File: src/rtl/mem_pkg.sv
// Shared encodings for the data-memory bridge: funct3 access sizes, FSM states, byte strobes.
// Pure declarations and one alignment helper; no timing or flow control of its own.
package mem_pkg;

  localparam logic [2:0] F3_B  = 3'b000;
  localparam logic [2:0] F3_H  = 3'b001;
  localparam logic [2:0] F3_W  = 3'b010;
  localparam logic [2:0] F3_BU = 3'b100;
  localparam logic [2:0] F3_HU = 3'b101;

  localparam logic [1:0] S_IDLE = 2'd0;
  localparam logic [1:0] S_REQ  = 2'd1;
  localparam logic [1:0] S_WAIT = 2'd2;
  localparam logic [1:0] S_DONE = 2'd3;

  localparam logic [3:0] STRB_NONE = 4'b0000;
  localparam logic [3:0] STRB_B    = 4'b0001;
  localparam logic [3:0] STRB_H    = 4'b0011;
  localparam logic [3:0] STRB_W    = 4'b1111;

  // funct3[1:0] carries the size; any size code above halfword is treated as a word.
  function automatic logic is_aligned(input logic [2:0] f3, input logic [1:0] lo);
    logic ok;
    case (f3[1:0])
      2'b00:   ok = 1'b1;
      2'b01:   ok = ~lo[0];
      default: ok = (lo == 2'b00);
    endcase
    return ok;
  endfunction

endpackage

File: src/rtl/load_align.sv
// Selects the addressed byte/halfword lane of a read word and sign- or zero-extends it.
// Purely combinational, zero latency, no flow control.
module load_align
  import mem_pkg::*;
(
  input  logic [31:0] rdata,
  input  logic [1:0]  addr,
  input  logic [2:0]  funct3,
  output logic [31:0] result
);

  logic [7:0]  byte_lane;
  logic [15:0] half_lane;
  logic        sext;

  always_comb begin
    case (addr)
      2'd0:    byte_lane = rdata[7:0];
      2'd1:    byte_lane = rdata[15:8];
      2'd2:    byte_lane = rdata[23:16];
      default: byte_lane = rdata[31:24];
    endcase
    half_lane = addr[1] ? rdata[31:16] : rdata[15:0];
    sext      = ~funct3[2];
    case (funct3[1:0])
      2'b00:   result = {{24{byte_lane[7] & sext}}, byte_lane};
      2'b01:   result = {{16{half_lane[15] & sext}}, half_lane};
      default: result = rdata;
    endcase
  end

endmodule

File: src/rtl/data_mem_bridge.sv
// Turns the core's single-cycle load/store into a valid/ready bus request plus response wait.
// Best case 3 stall cycles; Stall holds the PC through request backpressure and response wait.
module data_mem_bridge
  import mem_pkg::*;
#(
  parameter int TIMEOUT = 255
) (
  input  logic        clk,
  input  logic        reset,
  input  logic        MemWrite,
  input  logic        MemRead,
  input  logic [31:0] ALUResult,
  input  logic [31:0] WriteData,
  input  logic [2:0]  funct3,
  output logic [31:0] ReadData,
  output logic        Stall,
  output logic        Fault,
  output logic        bus_req_valid,
  input  logic        bus_req_ready,
  output logic [31:0] bus_addr,
  output logic        bus_we,
  output logic [3:0]  bus_wstrb,
  output logic [31:0] bus_wdata,
  input  logic        bus_rsp_valid,
  input  logic        bus_rsp_err,
  input  logic [31:0] bus_rdata
);

  localparam logic [15:0] TO_LIMIT = TIMEOUT[15:0];

  logic [1:0]  state_q,    state_d;
  logic [1:0]  lo_q,       lo_d;
  logic [2:0]  f3_q,       f3_d;
  logic [31:0] addr_q,     addr_d;
  logic        we_q,       we_d;
  logic [3:0]  strb_q,     strb_d;
  logic [31:0] wdata_q,    wdata_d;
  logic [31:0] rdata_q,    rdata_d;
  logic        fault_q,    fault_d;
  logic [15:0] cnt_q,      cnt_d;

  logic        access;
  logic [3:0]  lane_strb;
  logic [31:0] lane_wdata;
  logic [31:0] load_ext;

  assign access = MemRead | MemWrite;

  load_align u_load_align (
    .rdata  (bus_rdata),
    .addr   (lo_q),
    .funct3 (f3_q),
    .result (load_ext)
  );

  // Narrow stores replicate the datum on every lane; the strobe picks the live byte(s).
  always_comb begin
    lane_strb  = STRB_W;
    lane_wdata = WriteData;
    case (funct3[1:0])
      2'b00: begin
        lane_strb  = STRB_B << ALUResult[1:0];
        lane_wdata = {4{WriteData[7:0]}};
      end
      2'b01: begin
        lane_strb  = STRB_H << ALUResult[1:0];
        lane_wdata = {2{WriteData[15:0]}};
      end
      default: ;
    endcase
  end

  always_comb begin
    state_d = state_q;
    lo_d    = lo_q;
    f3_d    = f3_q;
    addr_d  = addr_q;
    we_d    = we_q;
    strb_d  = strb_q;
    wdata_d = wdata_q;
    rdata_d = rdata_q;
    cnt_d   = cnt_q;
    fault_d = 1'b0;
    case (state_q)
      S_IDLE: begin
        if (access) begin
          lo_d = ALUResult[1:0];
          f3_d = funct3;
          if (is_aligned(funct3, ALUResult[1:0])) begin
            state_d = S_REQ;
            addr_d  = {ALUResult[31:2], 2'b00};
            we_d    = MemWrite;
            strb_d  = MemWrite ? lane_strb : STRB_NONE;
            wdata_d = MemWrite ? lane_wdata : 32'h0;
          end else begin
            state_d = S_DONE;
            fault_d = 1'b1;
            rdata_d = 32'h0;
          end
        end
      end
      S_REQ: begin
        if (bus_req_ready) begin
          state_d = S_WAIT;
          cnt_d   = 16'h0;
        end
      end
      S_WAIT: begin
        if (bus_rsp_valid) begin
          state_d = S_DONE;
          fault_d = bus_rsp_err;
          if (bus_rsp_err)
            rdata_d = 32'h0;
          else if (!we_q)
            rdata_d = load_ext;
        end else if (cnt_q == TO_LIMIT) begin
          state_d = S_DONE;
          fault_d = 1'b1;
          rdata_d = 32'h0;
        end else begin
          cnt_d = cnt_q + 16'h1;
        end
      end
      default: state_d = S_IDLE;
    endcase
  end

  always_ff @(posedge clk or negedge reset) begin
    if (!reset) begin
      state_q <= S_IDLE;
      lo_q    <= 2'b00;
      f3_q    <= 3'b000;
      addr_q  <= 32'h0;
      we_q    <= 1'b0;
      strb_q  <= STRB_NONE;
      wdata_q <= 32'h0;
      rdata_q <= 32'h0;
      fault_q <= 1'b0;
      cnt_q   <= 16'h0;
    end else begin
      state_q <= state_d;
      lo_q    <= lo_d;
      f3_q    <= f3_d;
      addr_q  <= addr_d;
      we_q    <= we_d;
      strb_q  <= strb_d;
      wdata_q <= wdata_d;
      rdata_q <= rdata_d;
      fault_q <= fault_d;
      cnt_q   <= cnt_d;
    end
  end

  // DONE releases the PC so it advances exactly once per access.
  always_comb begin
    if (state_q == S_IDLE)
      Stall = reset & access;
    else
      Stall = reset & (state_q != S_DONE);
  end

  assign bus_req_valid = (state_q == S_REQ);
  assign bus_addr      = addr_q;
  assign bus_we        = we_q;
  assign bus_wstrb     = strb_q;
  assign bus_wdata     = wdata_q;
  assign ReadData      = rdata_q;
  assign Fault         = fault_q;

endmodule

File: config.mk
export PLATFORM = sky130hd
export DESIGN_NAME = data_mem_bridge
export DESIGN_NICKNAME = d
export VERILOG_FILES = /design/src/rtl/mem_pkg.sv /design/src/rtl/load_align.sv /design/src/rtl/data_mem_bridge.sv
export SDC_FILE = /design/constraint.sdc
export NUM_CORES = 1
export LEC_CHECK = 0
export ABC_CLOCK_PERIOD_IN_PS = 2700
export BUFFER_PORTS_ARGS = -buffer_cell sky130_fd_sc_hd__buf_4
export CAP_MARGIN = 20
export CORE_MARGIN = 5
export CORE_UTILIZATION = 50
export CTS_CLUSTER_DIAMETER = 200
export DETAILED_ROUTE_END_ITERATION = 6
export PLACE_DENSITY_LB_ADDON = 0.05
export SLEW_MARGIN = 25
export SYNTH_ARGS = -nofsm -noshare
export SYNTH_HDL_FRONTEND = slang
export SYNTH_SLANG_ARGS = --single-unit
File: constraint.sdc
create_clock -name clk -period 2.7 [get_ports clk]
set_input_delay 0.405 -clock clk [delete_from_list [all_inputs] [get_ports clk]]
set_output_delay 0.405 -clock clk [all_outputs]
set_load 0.02 [all_outputs]
==> run metrics, run 1 <==
Worst Path Max Fanout=31; Post-synth EDFFs=0; core area=about 12,000 µm²; worst-margin pin slew=0.7270 ns; fin crit period=~2.6 ns; Final Setup Violations=0; Via-to-Cell Ratio=5.691; Final Slew Violations=0; setup bufs post-CTS=0; top cells by area, synth=dfrtp_1, mux2_2, mux2i_1; P&R area growth vs syn=37.77%; RD Place Congestion=~0.86; hpwl dp=12,640 µm; Post-Syn Instances=roughly 590; cts repair resizes=0; area leader, netlist=dfrtp_1; Global Route Usage Sum=between 20% and 30%; I/O pin count=210; Die Y=120.5 µm; fin nets=900; CTS root buf=clkbuf_16; min-delay worst type=in -> async; maximum clock rate=387.1 MHz; First-pass DRT Iterations=5; vias in the first global route=between 5,000 and 6,000; Worst setup SP type=flop; CTS Buf Count=17; Final Cycle Share=95.67%; initial antenna violation count=0; critical path data arrival time=2.87 ns; fraction of layout cells with a size suffix above 1=37.45%; Setup Skew=0.005797 ns; Starting Density=50.85%; GRT Residual Overflow=0; Setup CP Type=reg -> reg; synth warn=0; die area=14,530 µm²; # hold bufs at CTS=0; most frequent cells after synthesis=dfrtp_1, nand2_1, o21ai_0, nor2_1, mux2_2; share of the synthesized area in the top cell type=about 50%; final WL=roughly 17,000 µm; instance area after placement=7790 µm²; Pwr Total=9.733 mW; # rows=40; setup TNS=0 ns; Antenna diodes=0; syn avg cell area=10.34 µm²; Cell Area, Synth=6108 µm²; pin count of the biggest net entering global routing=124; Slew headroom=51.35%; H-tree depth=4; DRC viols=0; Clock transition at path regs=0.05 ns; power density cells=approximately 1200 nW/µm²; clk_lat worst skew=0.41 ns; flops & latches, synth=123; 1st-iter DRT viols=405; outcome=finished clean; max_cap viols=0; CP Data Required Time=2.99 ns; clock net sink count=between 100 and 150; VDD IR-drop max=604.7 µV; ys flop type=dfrtp_1; WL/cell=approximately 18 µm; ys async rst share=100.0%; design area=roughly 8400 µm²; TritonCTS clock tree=built; Max Buffers Root-to-Sink=2; DR vias=around 5,400; Hold Fails Final Rpt=0; Die W=120.5 µm; most common cell in the netlist=dfrtp_1; DRT antenna net count=0; library cells used by synthesis=between 50 and 60; Leakage Power=4.059 nW; port buffer count=207; global-route wire length before repair=approximately 28,000 µm; crit end category=flop; RSZ-0062 raised after global routing=false; Seq/Total Area, Yosys=50.39%
==> cell usage in the layout (no fill, tap or decap), types with 12 or more instances in the layout <==
| cell type | n |
|---|---|
| a21oi_1 | 18 |
| o2bb2ai_1 | 17 |
| clkbuf_16 | 17 |
| mux2i_1 | 29 |
| nand2_1 | 61 |
| inv_1 | 12 |
| buf_4 | 218 |
| dfrtp_1 | 123 |
| mux2_2 | 38 |
| o21ai_0 | 47 |
| nor2_1 | 40 |
| nor3_1 | 19 |
| a32o_1 | 15 |
| nand2b_1 | 12 |
==> worst paths after layout <==
check,from,slack [ns],to,depth (start not counted)
min in group clk,ALUResult[0],0.22,bus_wstrb[2],2
setup reg to reg,cnt_q[9],0.12,ReadData[4],5
hold / removal,reset,0.11,cnt_q[6],2
hold reg to reg,bus_wdata[8],0.48,bus_wdata[8],2
max in group asynchronous,reset,2.08,bus_addr[13],2
setup / recovery,cnt_q[9],0.12,ReadData[4],5
==> sequential cells by signal (all words and copies together) (netlist names) <==
signal	count
bus_we	1
lo_q	2
f3_q	3
Fault	1
state_q	2
bus_wstrb	4
ReadData	32
bus_addr	30
bus_wdata	32
cnt_q	16
==> cell type report <==
type / count / area, µm²
multi-input combinational: 415 / 2806
clock inverter: 11 / 168.9
inverter: 12 / 45.04
timing repair buffer: 220 / 1677
fill: 952 / 3596
sequential: 123 / 3078
tap: 147 / 183.9
clock buffer: 20 / 456.7
==> stage by stage <==
stage	utilization (%)	worst slack, ns	std cells	hold slack, ns
3_5_place_dp	64.85	0.1620	917	0.4727
4_1_cts	70.06	0.1523	948	0.1612
5_1_grt	70.06	0.06374	948	0.1462
2_1_floorplan	-	0.3754	592	0.1094
3_3_place_gp	64.85	0.1795	917	0.4648
6_report	70.06	0.1170	948	0.1087
==> report_power, final <==
part	total [mW]	switching, mW	internal (mW)	leakage [nW]
registers	3.07	0.516	2.55	1.59
clock network	2.40	0.815	1.58	0.294
logic	4.27	2.44	1.82	2.17
==> routing by layer <==
metal	up-vias	GRT usage, %	routed length (µm)
met5	-	0	0
met4	0	9.419	357
met3	33	7.156	1369
met2	200	39.08	8484
met1	2594	31.29	7272
li1	2568	-	-
==> cells by family (layout without fill, tap and decap cells) <==
logic type	after synthesis	in the layout	synth area share, %
AND/OR/NAND/NOR	187	187	15.14
XOR/XNOR	1	1	0.1434
adder cells (fa/ha/maj)	5	5	1.024
other	1	2	0.06139
multiplexers	68	68	11.94
buffers and inverters	54	263	3.728
flip-flops	123	123	50.39
AO/OA/AOI/OAI	152	152	17.58
==> critical path, cell delays in order (launching register included) <==
cell	delay (ns)
dfrtp_1	0.45
or4_1	0.57
or4_4	0.62
a211o_1	0.32
buf_4	0.24
a32o_1	0.25
Power figures use the tool's default switching activity.
==> run 2: changes to the inputs <==
- ABC_CLOCK_PERIOD_IN_PS: 2700 -> 2600
- CELL_PAD_IN_SITES_DETAIL_PLACEMENT: default -> 0
- CELL_PAD_IN_SITES_GLOBAL_PLACEMENT: default -> 1
- CORE_UTILIZATION: 50 -> 38
- clock period: 2.7 -> 2.6 ns (I/O delays scaled with it)
==> run 2 against run 1 <==
- register-to-register slack worse by 0.04 ns
- critical endpoint is now ReadData[9]
- critical path depth unchanged
- combinational power up 6.1%
- largest power group unchanged
- clock power down 4%
- critical path type unchanged
==> run metrics, run 2 (synthesis gave the netlist of run 1 again) <==
pre-CTS setup slack=~0.10 ns; Final Cycle Share=a little over nine tenths; clock net sink count=about 120; Worst Path Max Fanout=19; biggest cell delay along the critical path=0.62 ns; CTS Buf Count=17; Leakage Power=4.071 nW; DRT antenna net count=0; hpwl dp=13,830 µm; min-delay worst type=in -> async; Starting Density=38.59%; maximum clock rate=396.7 MHz; placed insts=994; Setup CP Type=reg -> reg; setup TNS=0 ns; final WL=18,800 µm; Final Setup Violations=0; fin cells=1,026; Sw Pwr=3.966 mW; register area=around 3100 µm²; Max Buffers Root-to-Sink=2; area occupied by multi-input gates=about 2800 µm²; 1st-iter DRT viols=around 330; Global Route Usage Sum=20.05%; RD Place Congestion=between 0.8 and 0.9; Sw Ratio=between 30 and 40%; final worst slack=slightly below 0.08 ns; global-route wire length before repair=29,380 µm; power density cells=between 1000 and 1500 nW/µm²; DRC viols=0; clk_lat worst skew=0.41 ns; critical path's top delay family=simple AND/OR/NAND/NOR gates; CP Data Required Time=2.90 ns; vias in the first global route=5,511; # hold bufs at CTS=0; VDD IR-drop max=646.2 µV; Setup Skew=0.007222 ns; I/O pin count=210; commonest cells after routing, fill and taps aside=buf_4, dfrtp_1, nand2_1; fraction of layout cells with a size suffix above 1=between 30% and 40%; outcome=finished clean; internal power=~6.0 mW; CP Buf/Inv Count=1; port buffer count=207; CTS root buf=clkbuf_16; TritonCTS clock tree=built; H-tree depth=4; fin nets=908; Worst setup SP type=flop; worst-margin pin slew=~0.90 ns; combinational share of power=45.3%; First-pass DRT Iterations=5; # rows=46; setup bufs post-CTS=0; Hold Fails Final Rpt=0; cts repair resizes=0; P&R area growth vs syn=39.25%; critical path data arrival time=2.82 ns; final core occ=53.74%; Clock transition at path regs=0.06 ns; CP max stage cell=or4_4; GRT Residual Overflow=0; Via-to-Cell Ratio=around 5.3; max_cap viols=0; layout filler cell count=1,466; DR vias=5,434; Antenna diodes=0; die area=18,710 µm²; CP cell instances=or4_1, or4_4, a211o_1, buf_4, a32o_1; fin crit period=2.521 ns; sequential group share of total power=about a third; Die Y=136.8 µm; crit end category=flop; core area=15,830 µm²; WL/cell=18.33 µm; RSZ-0062 raised after global routing=false; initial antenna violation count=1; Hold WS=0.1470 ns; Final Slew Violations=0; Pwr Total=around 10 mW; pin count of the biggest net entering global routing=71; commonest non-fill, non-tap cell in the layout=buf_4; design area=roughly 8500 µm²; instance area after placement=7924 µm²; clock power share=23.1%; Die W=about 140 µm; Slew headroom=39.99%
run 2: worst paths after layout:
path / cells past startpoint / end / slack [ns] / start
setup / recovery: 5 / ReadData[9] / 0.08 / cnt_q[13]
hold / removal: 2 / cnt_q[7] / 0.15 / reset
setup reg to reg: 5 / ReadData[9] / 0.08 / cnt_q[13]
hold reg to reg: 2 / bus_wstrb[3] / 0.48 / bus_wstrb[3]
max in group asynchronous: 2 / bus_wdata[21] / 1.79 / reset
min in group clk: 2 / bus_wstrb[0] / 0.20 / ALUResult[0]
run 2: per-layer routing:
metal	GRT usage [%]	vias to the layer above	wire (µm)
li1	-	2591	-
met2	32.72	191	9116
met1	25.85	2624	7817
met3	6.103	26	1550
met4	5.765	2	300
met5	0	-	19
run 2: power groups by stage:
stage	logic, mW	registers [mW]	clock network (mW)
CTS	4.58	3.17	2.36
finish	4.53	3.16	2.31
global placement	4.50	3.16	0
global route	4.92	3.27	2.45
detailed placement	4.58	3.19	0
floorplan	1.98	3.86	0
run 2: layout make-up:
class / instances / area share (%)
flip-flops and latches: 123 / 36.19
clock inverters: 10 / 1.383
repair buffers: 228 / 20.27
multi-input cells: 415 / 32.99
inverters: 12 / 0.5296
well taps: 216 / 3.177
clock buffers: 22 / 5.457
